<file path="src/rtl/fetch_sequencer.sv">
// Instruction fetch sequencer: walks BOOT -> FETCH -> ISSUE, computes the next PC
// (sequential or branch target) and traps into a sticky ERROR on a fetch timeout.
module fetch_sequencer #(
    parameter logic [31:0] RESET_VECTOR   = 32'h0000_0000,
    parameter int unsigned TIMEOUT_CYCLES = 16
) (
    input  logic        clock,
    input  logic        resetN,
    input  logic        stall,
    input  logic        branchFlag,
    input  logic        unconditionalBranchFlag,
    input  logic        zeroFlag,
    input  logic [31:0] branchOffset,
    input  logic        imemReady,
    input  logic [31:0] imemData,
    output logic        imemReq,
    output logic [31:0] imemAddr,
    output logic [31:0] instruction,
    output logic        instrValid,
    output logic [31:0] pcOut,
    output logic [31:0] retiredCount,
    output logic        fetchError
);

    typedef enum logic [1:0] {
        ST_BOOT  = 2'd0,
        ST_FETCH = 2'd1,
        ST_ISSUE = 2'd2,
        ST_ERROR = 2'd3
    } state_e;

    localparam logic [31:0] PC_RESET = {RESET_VECTOR[31:2], 2'b00};

    // Wide enough to hold TIMEOUT_CYCLES itself, so the limit is always reachable.
    localparam int unsigned       WAIT_W     = $clog2(TIMEOUT_CYCLES + 2);
    localparam logic [WAIT_W-1:0] WAIT_LIMIT = WAIT_W'(TIMEOUT_CYCLES);
    localparam logic [WAIT_W-1:0] WAIT_ONE   = WAIT_W'(1);

    state_e            state_q,   state_d;
    logic [31:0]       pc_q,      pc_d;
    logic [31:0]       instr_q,   instr_d;
    logic [31:0]       retired_q, retired_d;
    logic [WAIT_W-1:0] wait_q,    wait_d;
    logic              error_q,   error_d;

    logic              taken;
    logic [WAIT_W-1:0] wait_inc;
    logic [31:0]       branch_target;
    logic [31:0]       seq_target;

    assign wait_inc      = wait_q + WAIT_ONE;
    assign branch_target = pc_q + (branchOffset << 2);
    assign seq_target    = pc_q + 32'd4;

    always_comb begin
        // NOTE: every variable gets a default first, so no path through the case
        // leaves one unassigned and no latch is inferred.
        state_d   = state_q;
        pc_d      = pc_q;
        instr_d   = instr_q;
        retired_d = retired_q;
        wait_d    = wait_q;
        error_d   = error_q;
        taken     = 1'b0;

        case (state_q)
            ST_BOOT: begin
                state_d = ST_FETCH;
                wait_d  = '0;
            end

            ST_FETCH: begin
                // Ready wins over a timeout landing in the same cycle.
                if (imemReady) begin
                    instr_d = imemData;
                    state_d = ST_ISSUE;
                end else if ((TIMEOUT_CYCLES != 0) && (wait_inc == WAIT_LIMIT)) begin
                    wait_d  = wait_inc;
                    error_d = 1'b1;
                    state_d = ST_ERROR;
                end else begin
                    wait_d = wait_inc;
                end
            end

            ST_ISSUE: begin
                if (!stall) begin
                    taken     = (zeroFlag && branchFlag) || unconditionalBranchFlag;
                    pc_d      = taken ? branch_target : seq_target;
                    retired_d = retired_q + 32'd1;
                    wait_d    = '0;
                    state_d   = ST_FETCH;
                end
            end

            ST_ERROR: begin
                error_d = 1'b1;
            end

            default: begin
                state_d = ST_BOOT;
            end
        endcase
    end

    always_ff @(posedge clock or negedge resetN) begin
        if (!resetN) begin
            state_q   <= ST_BOOT;
            pc_q      <= PC_RESET;
            instr_q   <= '0;
            retired_q <= '0;
            wait_q    <= '0;
            error_q   <= 1'b0;
        end else begin
            // NOTE: non-blocking assignments so every flop samples pre-edge values.
            state_q   <= state_d;
            pc_q      <= pc_d;
            instr_q   <= instr_d;
            retired_q <= retired_d;
            wait_q    <= wait_d;
            error_q   <= error_d;
        end
    end

    // Outputs decode straight from registered state, so they are glitch-free.
    assign imemReq      = (state_q == ST_FETCH);
    assign instrValid   = (state_q == ST_ISSUE);
    assign imemAddr     = pc_q;
    assign pcOut        = pc_q;
    assign instruction  = instr_q;
    assign retiredCount = retired_q;
    assign fetchError   = error_q;

    a_req_valid_exclusive: assert property (
        @(posedge clock) disable iff (!resetN) !(imemReq && instrValid));

    a_error_sticky: assert property (
        @(posedge clock) disable iff (!resetN) fetchError |=> fetchError);

endmodule

</file>
<file path="config.mk">
export PLATFORM = sky130hd
export DESIGN_NAME = fetch_sequencer
export DESIGN_NICKNAME = d
export VERILOG_FILES = /design/src/rtl/fetch_sequencer.sv
export SDC_FILE = /design/constraint.sdc
export NUM_CORES = 1
export LEC_CHECK = 0
export BUFFER_PORTS_ARGS = -buffer_cell sky130_fd_sc_hd__buf_2
export CORE_AREA = 2 2 145 147
export DETAILED_ROUTE_END_ITERATION = 6
export DIE_AREA = 0 0 147 149
export PLACE_DENSITY = 0.62
export RECOVER_POWER = 25
export SYNTH_ARGS = -nofsm -noshare
export SYNTH_HDL_FRONTEND = slang
export SYNTH_SLANG_ARGS = --single-unit
</file>
<file path="constraint.sdc">
create_clock -name clock -period 2.7 [get_ports clock]
set_input_delay 0.54 -clock clock [delete_from_list [all_inputs] [get_ports clock]]
set_output_delay 0.54 -clock clock [all_outputs]
set_load 0.1 [all_outputs]
</file>
==> run summary <==
status: finished, violations left
violated checks: negative setup slack
CTS tree: yes
post-synthesis sequential area ratio: 0.422
Int Power: 2.32 mW
Rows: 53
antenna violations before repair: 1
DRC: 0
area growth from synthesis to final layout: 40.2%
slowest stage delay, CP: 0.36 ns
max_cap viols: 0
Routed Antenna Nets: 0
Tot Pwr: 3.14 mW
die height: 149 um
Worst R2R Setup Slack: 0.12 ns
DP HPWL: 12800 um
Max IR drop VDD: 0.223 mV
worst slew pin tran: 1.32 ns
fmax: 348 MHz
H-tree depth: 3
Post-synth EDFFs: 0
Nets: 982
Starting Density: 0.294
synthesized cell area: 6050 um^2
Final Critical Period: 2.87 ns
Logic pwr share: 0.103
fin util: 0.412
WS Path Type: in2reg
Filler cells: 2026
Vias: 5329
Area contributors post-synth: dfrtp_1, ha_1, mux2_2
Clock Latency Late Sink: 0.35 ns
FF+latch area: 2560 um^2
crit end category: flip-flop
post-synthesis cell count: 622
Seq cells post-synth: 102
warnings from Yosys: 0
switch share: 0.261
CP Launch Type: input pin
clock sinks: 102
RSZ-0062 raised after global routing: yes
detailed-router iteration count before antenna repair: 4
count leader, synth: dfrtp_1
worst-path maximum fanout: 23
vias per cell: 4.60
wire length per cell: 14.2 um
Fin Clk Skew: 0.0129 ns
largest area contributor in the netlist: dfrtp_1
clk slew on worst S/H paths: 0.08 ns
Hold Vio Cnt, Final: 0
commonest cells in the netlist: dfrtp_1, nand2_1, o21ai_0
library cells used by synthesis: 60
critical path arrival: 3.11 ns
Die ar.: 21900 um^2
Die X: 147 um
# hold bufs at CTS: 0
max-slew violation total from the final report: 0
Synth async-reset ratio: 1.00
Routability Congestion: 0.824
worst min path class: in2reg
# setup viols final: 10
total I/O pin count: 202
max_slew headroom: 0.117
Root Driver: clkbuf_16
GRT Util Overall: 0.149
vias in the first global route: 5073
clock share of power: 0.411
ANT cells: 0
Top FF cell, synth: dfrtp_1
slowest CP cell: o41a_1
ordered list of cells on the worst path: buf_2 > a21o_1 > buf_12 > nand2_1 > inv_1 > ha_1 > a21oi_1 > nand4b_1 > a21boi_2 > a211o_1 > nand2_2 > o41a_1 > a41o_1 > a2111o_1
switching power: 821 uW
Multi-input gate area: 3510 um^2
worst setup margin: -0.171 ns
Core Box Area: 20600 um^2
first-pass GRT wire length: 26000 um
GRT overflow: 0
port buffer count: 195
CTS Buffer Depth: 2
total negative slack: -0.845 ns
WP data required: 2.93 ns
syn avg cell area: 9.72 um^2
TritonCTS Buffers: 9
top-area cell type share of the netlist area: 0.422
PD cells: 371 nW/um^2
Routed WL: 16400 um
largest net degree at the start of global routing: 56
crit share post-route: 1.06
leakage power figure: 4.53 nW
sequential power share: 0.486
share of cells above drive strength 1: 0.449
DR iter-0 viols: 150
## worst max-delay path: cells and delay by family
family | cells | cell delay [ns]
buffers and inverters | 3 | 0.29
AOI/OAI and AO/OA | 7 | 1.62
adders and majority gates | 1 | 0.26
and+or+nand+nor | 3 | 0.38
## sequential cells by signal (all words and copies together), names as in the netlist
signal        count
retiredCount     32
wait_q            5
instruction      32
fetchError        1
imemAddr         30
state_q           2
## metal layers
layer  routed length [um]  track usage  part of all wire  up-vias
met5                    0            0                 0        -
met4                  145       0.0370            0.0088        0
met3                  919       0.0315             0.056       11
met2                 8130        0.265              0.50      152
met1                 7230        0.185              0.44     2504
li1                     -            -                 -     2662
## kinds of logic (layout without fill, tap and decap cells)
logic type      Yosys count  after routing  synth area share
other cells               1              4          0.000620
xor+xnor                 53             53            0.0768
flops                   102            102             0.422
simple gates            212            212             0.169
mux                      34             34            0.0629
buf+inv                  62            321            0.0608
compound gates          126            126             0.140
fa+ha+maj                32             32            0.0675
## layout make-up
cell class,count,share of cell area
Clock buffer,9,0.0266
Clock inverter,7,0.00723
Inverter,11,0.00487
Multi-Input combinational cell,461,0.413
Sequential cell,102,0.302
Tap cell,275,0.0406
Timing Repair Buffer,294,0.206
## what timing repair did
item / CTS / global route
gates resized for setup: 21 / 19
buffers inserted: 0 / 3
pin swaps: 11 / 7
setup endpoints to repair: 10 / 18
endpoints found under the hold margin: 0 / 0
cloned: 0 / 0
## per-stage QoR
stage / hold WS, ns / instance area, um^2 / setup slack (ns) / instances
after floorplan: 0.244 / 6200 / -0.378 / 625
after global placement: 0.446 / 7950 / -0.552 / 1140
after detailed placement: 0.471 / 7950 / -0.621 / 1140
after CTS: 0.242 / 8370 / -0.172 / 1156
after global routing: 0.395 / 8480 / -0.310 / 1159
final: 0.419 / 8480 / -0.171 / 1159
## placed cells by master (no fill, tap or decap), types with 3 or more instances in the layout
cell type,n
buf_2,194
dfrtp_1,98
buf_4,96
nand2_1,85
mux2_2,32
xnor2_1,31
o21ai_0,30
and2_1,29
nor2_1,27
a21oi_1,21
xor2_1,20
ha_1,19
a21o_1,18
nand3_1,15
ha_4,12
inv_1,11
and3_1,10
nand4_1,9
clkbuf_16,9
o21ai_1,8
nand2b_1,6
o21a_1,6
a21oi_2,6
nor3_1,6
o31ai_1,4
conb_1,4
dfrtp_2,4
nand2_2,3
a31oi_2,3
inv_6,3
## path summary, 6_finish.rpt
path,start,endpoint,cells after the start
worst max-delay path,branchFlag,imemAddr[31],14
worst min-delay path,imemData[29],instruction[29],2
worst max register to register,imemAddr[3],imemAddr[31],9
worst min register to register,retiredCount[31],retiredCount[31],1
max in group asynchronous,resetN,imemAddr[24],2
min in group asynchronous,resetN,retiredCount[29],1
## power by group through the flow
stage          registers [mW]  logic (mW)  clock network [mW]
3_5_place_dp             1.56       0.313                   0
5_1_grt                  1.53       0.359                1.42
2_1_floorplan            1.56       0.148                   0
3_3_place_gp             1.56       0.312                   0
6_report                 1.53       0.324                1.29
4_1_cts                  1.53       0.325                1.35
Power figures use the tool's default switching activity.
